File: config.mk
export PLATFORM = sky130hd
export DESIGN_NAME = cdb_broadcast_flat
export DESIGN_NICKNAME = d
export VERILOG_FILES = /design/src/rtl/cdb_broadcast_if.sv /design/src/rtl/cdb_broadcast.sv /design/src/flat_wrapper.sv
export SDC_FILE = /design/constraint.sdc
export NUM_CORES = 1
export LEC_CHECK = 0
export CAP_MARGIN = 20
export CORE_UTILIZATION = 53
export CTS_CLUSTER_SIZE = 25
export DETAILED_ROUTE_END_ITERATION = 8
export PLACE_DENSITY = 0.78
export SYNTH_ARGS = -nofsm -noshare
export SYNTH_HDL_FRONTEND = slang
export SYNTH_SLANG_ARGS = --single-unit
File: constraint.sdc
create_clock -name clk -period 4.5 [get_ports clk]
set_input_delay 1.125 -clock clk [delete_from_list [all_inputs] [get_ports clk]]
set_output_delay 1.125 -clock clk [all_outputs]
set_load 0.02 [all_outputs]
File: src/rtl/cdb_broadcast_if.sv
// Global configuration and the result/CDB bus bundle used by cdb_broadcast.
// master drives results and watches the CDB; slave is the broadcaster itself.
package global_config_pkg;
  typedef struct packed {
    int ILEN;
    int XLEN;
  } cfg_t;

  localparam cfg_t Cfg = '{ILEN: 32, XLEN: 32};
endpackage

interface cdb_broadcast_if #(
  parameter int NUM_SRC = 4,
  parameter int CDB_W   = 4,
  parameter int DATA_W  = global_config_pkg::Cfg.ILEN,
  parameter int TAG_W   = 6
);
  logic [NUM_SRC-1:0] src_valid;
  logic [NUM_SRC-1:0] src_ready;
  logic [TAG_W-1:0]   src_tag [NUM_SRC];
  logic [DATA_W-1:0]  src_val [NUM_SRC];
  logic [CDB_W-1:0]   cdb_valid;
  logic [TAG_W-1:0]   cdb_tag [CDB_W];
  logic [DATA_W-1:0]  cdb_val [CDB_W];

  modport master (
    output src_valid, src_tag, src_val,
    input  src_ready, cdb_valid, cdb_tag, cdb_val
  );

  modport slave (
    input  src_valid, src_tag, src_val,
    output src_ready, cdb_valid, cdb_tag, cdb_val
  );
endinterface

File: src/rtl/cdb_broadcast.sv
// Per-source result FIFOs drained onto CDB_W registered lanes by rotating priority; push-to-lane latency 2 cycles.
// A source is held off only while its own FIFO is full; the CDB side has no backpressure.
module cdb_broadcast #(
  parameter global_config_pkg::cfg_t Cfg = global_config_pkg::Cfg,
  parameter int NUM_SRC    = 4,
  parameter int CDB_W      = 4,
  parameter int DATA_W     = Cfg.ILEN,
  parameter int TAG_W      = 6,
  parameter int FIFO_DEPTH = 2
) (
  input  logic           clk,
  input  logic           rst,
  input  logic           flush,
  cdb_broadcast_if.slave bus
);
  localparam int PTR_W  = $clog2(FIFO_DEPTH);
  localparam int CNT_W  = PTR_W + 1;
  localparam int RR_W   = (NUM_SRC > 1) ? $clog2(NUM_SRC) : 1;
  localparam int LANE_W = (CDB_W > 1) ? $clog2(CDB_W) : 1;
  localparam logic [CNT_W-1:0] FULL_CNT = CNT_W'(FIFO_DEPTH);
  localparam logic [RR_W-1:0]  LAST_IDX = RR_W'(NUM_SRC - 1);

  if (CDB_W > NUM_SRC) begin : g_bad_lanes
    $error("cdb_broadcast: CDB_W must not exceed NUM_SRC");
  end
  if (FIFO_DEPTH < 2 || (FIFO_DEPTH & (FIFO_DEPTH - 1)) != 0) begin : g_bad_depth
    $error("cdb_broadcast: FIFO_DEPTH must be a power of two >= 2");
  end

  typedef struct packed {
    logic [TAG_W-1:0]  tag;
    logic [DATA_W-1:0] val;
  } ent_t;

  ent_t             mem_q    [NUM_SRC][FIFO_DEPTH];
  ent_t             mem_d    [NUM_SRC][FIFO_DEPTH];
  logic [PTR_W-1:0] rd_ptr_q [NUM_SRC];
  logic [PTR_W-1:0] rd_ptr_d [NUM_SRC];
  logic [PTR_W-1:0] wr_ptr_q [NUM_SRC];
  logic [PTR_W-1:0] wr_ptr_d [NUM_SRC];
  logic [CNT_W-1:0] cnt_q    [NUM_SRC];
  logic [CNT_W-1:0] cnt_d    [NUM_SRC];
  logic [RR_W-1:0]  rr_q, rr_d;
  logic [CDB_W-1:0] lane_vld_q, lane_vld_d;
  ent_t             lane_q   [CDB_W];
  ent_t             lane_d   [CDB_W];

  logic [NUM_SRC-1:0] ready, cand, push, grant, pop;
  ent_t               head     [NUM_SRC];
  logic [RR_W-1:0]    lane_src [CDB_W];
  logic [CDB_W-1:0]   lane_hit;
  logic [RR_W-1:0]    last_src;

  // Ready and candidacy both look only at the start-of-cycle count: no bypass, no same-cycle slot reuse.
  always_comb begin
    ready = '0;
    cand  = '0;
    push  = '0;
    for (int i = 0; i < NUM_SRC; i++) begin
      ready[i] = !rst && !flush && (cnt_q[i] != FULL_CNT);
      cand[i]  = (cnt_q[i] != '0);
      push[i]  = bus.src_valid[i] && ready[i];
      head[i]  = mem_q[i][rd_ptr_q[i]];
    end
  end

  assign bus.src_ready = ready;

  always_comb begin
    int n;
    int s;
    grant    = '0;
    lane_hit = '0;
    last_src = rr_q;
    n        = 0;
    s        = 0;
    for (int k = 0; k < CDB_W; k++) begin
      lane_src[k] = '0;
    end
    // Circular scan from rr_q; the k-th non-empty source found lands on lane k.
    for (int j = 0; j < NUM_SRC; j++) begin
      s = int'(rr_q) + j;
      if (s >= NUM_SRC) begin
        s = s - NUM_SRC;
      end
      if (cand[RR_W'(s)] && (n < CDB_W)) begin
        grant[RR_W'(s)]       = 1'b1;
        lane_src[LANE_W'(n)]  = RR_W'(s);
        lane_hit[LANE_W'(n)]  = 1'b1;
        last_src              = RR_W'(s);
        n                     = n + 1;
      end
    end
    pop = grant & {NUM_SRC{!rst && !flush}};
  end

  always_comb begin
    for (int i = 0; i < NUM_SRC; i++) begin
      rd_ptr_d[i] = rd_ptr_q[i];
      wr_ptr_d[i] = wr_ptr_q[i];
      cnt_d[i]    = cnt_q[i];
      for (int d = 0; d < FIFO_DEPTH; d++) begin
        mem_d[i][d] = mem_q[i][d];
      end
      if (push[i]) begin
        mem_d[i][wr_ptr_q[i]] = '{tag: bus.src_tag[i], val: bus.src_val[i]};
        wr_ptr_d[i]           = wr_ptr_q[i] + PTR_W'(1);
      end
      if (pop[i]) begin
        rd_ptr_d[i] = rd_ptr_q[i] + PTR_W'(1);
      end
      if (push[i] && !pop[i]) begin
        cnt_d[i] = cnt_q[i] + CNT_W'(1);
      end else if (!push[i] && pop[i]) begin
        cnt_d[i] = cnt_q[i] - CNT_W'(1);
      end
      if (flush) begin
        rd_ptr_d[i] = '0;
        wr_ptr_d[i] = '0;
        cnt_d[i]    = '0;
      end
    end

    rr_d = rr_q;
    if (flush) begin
      rr_d = '0;
    end else if (|grant) begin
      rr_d = (last_src == LAST_IDX) ? '0 : last_src + RR_W'(1);
    end

    // Flush kills lane valids but leaves the last tag/value on the wires.
    for (int k = 0; k < CDB_W; k++) begin
      lane_vld_d[k] = lane_hit[k] && !flush;
      lane_d[k]     = lane_hit[k] ? head[lane_src[k]] : '0;
      if (flush) begin
        lane_d[k] = lane_q[k];
      end
    end
  end

  always_ff @(posedge clk) begin
    if (rst) begin
      for (int i = 0; i < NUM_SRC; i++) begin
        rd_ptr_q[i] <= '0;
        wr_ptr_q[i] <= '0;
        cnt_q[i]    <= '0;
      end
      rr_q       <= '0;
      lane_vld_q <= '0;
      for (int k = 0; k < CDB_W; k++) begin
        lane_q[k] <= '0;
      end
    end else begin
      for (int i = 0; i < NUM_SRC; i++) begin
        rd_ptr_q[i] <= rd_ptr_d[i];
        wr_ptr_q[i] <= wr_ptr_d[i];
        cnt_q[i]    <= cnt_d[i];
      end
      rr_q       <= rr_d;
      lane_vld_q <= lane_vld_d;
      for (int k = 0; k < CDB_W; k++) begin
        lane_q[k] <= lane_d[k];
      end
    end
  end

  // Storage needs no reset: an entry is only read after the count says it was written.
  always_ff @(posedge clk) begin
    for (int i = 0; i < NUM_SRC; i++) begin
      for (int d = 0; d < FIFO_DEPTH; d++) begin
        mem_q[i][d] <= mem_d[i][d];
      end
    end
  end

  assign bus.cdb_valid = lane_vld_q;

  always_comb begin
    for (int k = 0; k < CDB_W; k++) begin
      bus.cdb_tag[k] = lane_q[k].tag;
      bus.cdb_val[k] = lane_q[k].val;
    end
  end
endmodule
File: src/flat_wrapper.sv
// flat-port wrapper written by rule: the top's interface ports become plain ports
module cdb_broadcast_flat 
#(
  parameter global_config_pkg::cfg_t Cfg = global_config_pkg::Cfg,
  parameter int NUM_SRC    = 4,
  parameter int CDB_W      = 4,
  parameter int DATA_W     = Cfg.ILEN,
  parameter int TAG_W      = 6,
  parameter int FIFO_DEPTH = 2
)
  (clk, rst, flush, bus_src_valid, bus_src_tag, bus_src_val, bus_src_ready, bus_cdb_valid, bus_cdb_tag, bus_cdb_val);
  cdb_broadcast_if #(.NUM_SRC(NUM_SRC), .CDB_W(CDB_W), .DATA_W(DATA_W), .TAG_W(TAG_W)) bus_i ();
  input  logic clk;
  input  logic rst;
  input  logic flush;
  input wire logic [$bits(bus_i.src_valid)-1:0] bus_src_valid;
  input wire logic [$bits(bus_i.src_tag)-1:0] bus_src_tag;
  input wire logic [$bits(bus_i.src_val)-1:0] bus_src_val;
  output wire logic [$bits(bus_i.src_ready)-1:0] bus_src_ready;
  output wire logic [$bits(bus_i.cdb_valid)-1:0] bus_cdb_valid;
  output wire logic [$bits(bus_i.cdb_tag)-1:0] bus_cdb_tag;
  output wire logic [$bits(bus_i.cdb_val)-1:0] bus_cdb_val;
  assign bus_i.src_valid = bus_src_valid;
  assign bus_i.src_tag = {>>{bus_src_tag}};
  assign bus_i.src_val = {>>{bus_src_val}};
  assign bus_src_ready = bus_i.src_ready;
  assign bus_cdb_valid = bus_i.cdb_valid;
  assign bus_cdb_tag = {>>{bus_i.cdb_tag}};
  assign bus_cdb_val = {>>{bus_i.cdb_val}};
  cdb_broadcast #(.Cfg(Cfg), .NUM_SRC(NUM_SRC), .CDB_W(CDB_W), .DATA_W(DATA_W), .TAG_W(TAG_W), .FIFO_DEPTH(FIFO_DEPTH)) u_core (.clk(clk), .rst(rst), .flush(flush), .bus(bus_i));
endmodule
==> flow_metrics.env <==
export IMPL_die_y_um=196
export IMPL_synth_cells=1556
export IMPL_numClockSinks=478
export IMPL_layout_drive_gt1_share_pct=15.0
export IMPL_endpoint_kind="output pin"
export IMPL_viasPerCell=6.08
export IMPL_worstSkewPairLatency_ns=0.59
export IMPL_cts_tree="built"
export IMPL_n_fill_cell=2580
export IMPL_core_area_um2=36900
export IMPL_power_share_clock_pct=33.0
export IMPL_cpPeakStageDelay_ns=0.66
export IMPL_setup_viol=0
export IMPL_multi_input_area_um2=6890
export IMPL_startpoint="flush"
export IMPL_start_util_pct=54.2
export IMPL_gp_congestion=0.924
export IMPL_fmax_ghz=0.245
export IMPL_initialDrtViolationCount=1109
export IMPL_rsz0062_at_grt="false"
export IMPL_crit_top_cell="clkdlybuf4s50_1"
export IMPL_crit_chain="clkdlybuf4s50_1 > or2_2 > a21oi_1 > clkdlybuf4s50_1"
export IMPL_fin_hold_ws_ns=0.454
export IMPL_finalCritPeriodShare_pct=90.8
export IMPL_grt_pass1_wl_um=87300
export IMPL_relSlewSlack_pct=33.4
export IMPL_finClkSkew_ns=0.0189
export IMPL_synth_top_cell_by_area="edfxtp_1"
export IMPL_wire_per_inst_um=24.2
export IMPL_tightest_slew_ns=0.971
export IMPL_synth_edf_count=304
export IMPL_regArea_um2=12600
export IMPL_numPortBuffers=318
export IMPL_layout_commonest_cell="clkdlybuf4s50_1"
export IMPL_gr_total_overflow=0
export IMPL_dp_worst_setup_slack_ns=0.440
export IMPL_p_comb_share_pct=25.8
export IMPL_seq_area_frac_synth_pct=63.1
export IMPL_track_usage_pct=30.3
export IMPL_max_cap_viol_count=0
export IMPL_root_buffer="clkbuf_16"
export IMPL_cellInternalPower_mw=8.82
export IMPL_antenna_left=0
export IMPL_swShare_pct=30.6
export IMPL_final_hold_viol_count=0
export IMPL_hold_buffers=0
export IMPL_dieWidth_um=196
export IMPL_num_rows=70
export IMPL_syn_to_final_growth_pct=28.1
export IMPL_hpwl_um=41000
export IMPL_grt_max_degree=146
export IMPL_grt_pass1_vias=14613
export IMPL_ys_warn_count=0
export IMPL_mostFrequentLayoutCells="clkdlybuf4s50_1 (318), edfxtp_1 (304), dfxtp_1 (170)"
export IMPL_place_area_um2=23900
export IMPL_cp_max_fo=15
export IMPL_ir_drop_mv=0.326
export IMPL_maxSlewViolCount=0
export IMPL_worstSetupPathType="input port to output pin"
export IMPL_ys_ff_latch=478
export IMPL_dieArea_um2=38500
export IMPL_synthDistinctLibCells=69
export IMPL_async_flop_share_pct=0
export IMPL_worst_path_max_delay_cell="clkdlybuf4s50_1"
export IMPL_synth_ff_type="edfxtp_1"
export IMPL_ios=319
export IMPL_dr_pass1_iters=5
export IMPL_worstSetupStartpointType="input port"
export IMPL_p_per_area_nw_per_um2=496
export IMPL_status="finished, final reports clean"
export IMPL_post_cts_buffers=0
export IMPL_clkTransAtPathRegs_ns=0.06
export IMPL_power_leakage_nw=8.60
export IMPL_cts_buffer_depth=3
export IMPL_worstPathRequired_ns=3.38
export IMPL_fin_ws_ns=0.413
export IMPL_power_frac_seq_pct=41.1
export IMPL_setup_tns_final_ns=0
export IMPL_nNetsFinal=2039
export IMPL_synth_top_cell_area_share_pct=45.7
export IMPL_hold_class="flop to flop"
export IMPL_cts_resized=0
export IMPL_vias=14652
export IMPL_antenna_found_initial=5
export IMPL_period_needed_ns=4.09
export IMPL_wl_um=58200
export IMPL_syn_num_nets=1733
export IMPL_synth_avg_cell_area_um2=12.9
export IMPL_drc_errors=0
export IMPL_power_switching_mw=3.88
export IMPL_hp_start="u_core.lane_q[2][30]"
export IMPL_htree_levels=2
export IMPL_worstPathArrival_ns=2.96
export IMPL_design_area_um2=25600
export IMPL_synth_area_um2=20000
export IMPL_cts_made_buffers=48
export IMPL_synthTopCellsByArea="edfxtp_1 (46%), dfxtp_1 (17%), mux2_2 (6.2%)"
## area by class of cell
| cell class | instances | share of cell area [%] |
|---|---|---|
| Multi-Input combinational cell | 939 | 26.9 |
| Inverter | 20 | 0.293 |
| Antenna cell | 2 | 0.0195 |
| Tap cell | 504 | 2.46 |
| Clock buffer | 77 | 5.87 |
| Timing Repair Buffer | 375 | 14.4 |
| Sequential cell | 478 | 49.3 |
| Clock inverter | 13 | 0.723 |
## metal layers
metal	share of wire [%]	up-vias	GRT usage, %
li1	-	6620	-
met1	42	7151	40.8
met2	45	761	46.7
met3	10	116	8.78
met4	3.0	4	11.0
met5	0.045	-	0
## synth_stat cells, types with 3 or more instances
cell type,n
nand2_1,133
ha_1,18
nor3_1,38
buf_6,7
o32ai_1,32
a221o_1,3
buf_4,7
xnor2_1,5
o211ai_1,36
edfxtp_1,304
mux2_2,110
nor3b_1,5
o311ai_0,22
a211oi_1,80
and3_1,6
xor2_1,12
mux2i_1,86
dfxtp_1,174
o32ai_2,6
o22ai_1,4
nand4_1,3
mux2_1,3
o311ai_1,13
clkbuf_1,82
or3_1,9
or2_1,5
inv_1,18
and2_1,7
nor2_1,35
nor4_1,5
o21ai_0,120
buf_1,7
buf_2,16
nand2b_1,3
a21oi_1,93
mux4_2,5
## registers in the layout, indices dropped and copies added (netlist names), named ones only
register              cells
u_core.bus.cdb_valid      4
u_core.cnt_q              8
u_core.lane_q           152
u_core.mem_q            304
u_core.rd_ptr_q           4
u_core.rr_q               1
u_core.wr_ptr_q           4
## cell families (layout without fill, tap and decap cells)
kind of cell / Yosys count / in the layout / share of synthesized area (%)
flops: 478 / 478 / 63.1
compound gates: 435 / 435 / 14.5
simple gates: 264 / 264 / 6.14
mux: 205 / 205 / 11.3
buf+inv: 139 / 485 / 3.10
fa+ha+maj: 18 / 18 / 1.13
xor+xnor: 17 / 17 / 0.745
other cells: 0 / 2 / 0
## through the flow
| stage | total power [mW] | utilization, % | cells |
|---|---|---|---|
| 2_1_floorplan | 7.14 | - | 1556 |
| 3_3_place_gp | 8.46 | 64.8 | 2315 |
| 3_5_place_dp | 8.55 | 64.8 | 2316 |
| 4_1_cts | 12.7 | 69.4 | 2406 |
| 5_1_grt | 13.1 | 69.4 | 2408 |
| 6_report | 12.7 | 69.4 | 2408 |
## power by group through the flow
stage	Clock, mW	Combinational [mW]	Sequential [mW]
after floorplan	0	1.65	5.49
after global placement	0	3.16	5.30
after detailed placement	0	3.24	5.31
after CTS	4.24	3.26	5.22
after global routing	4.39	3.48	5.26
final	4.20	3.28	5.22
## critical path, delay by kind of cell
kind                   cells  cell delay (ns)
AOI/OAI and AO/OA          1             0.30
buffers and inverters      2             1.07
and+or+nand+nor            1             0.47
## final timing paths
kind                                        endpoint  slack (ns)  depth (start not counted)
worst max-delay path                bus_src_ready[2]        0.41                          4
worst min-delay path            u_core.lane_q[2][30]        0.45                          2
worst max register to register    u_core.cnt_q[2][1]        0.67                         11
worst min register to register  u_core.lane_q[2][30]        0.45                          2
No activity file was read; power rests on OpenSTA's default activity.
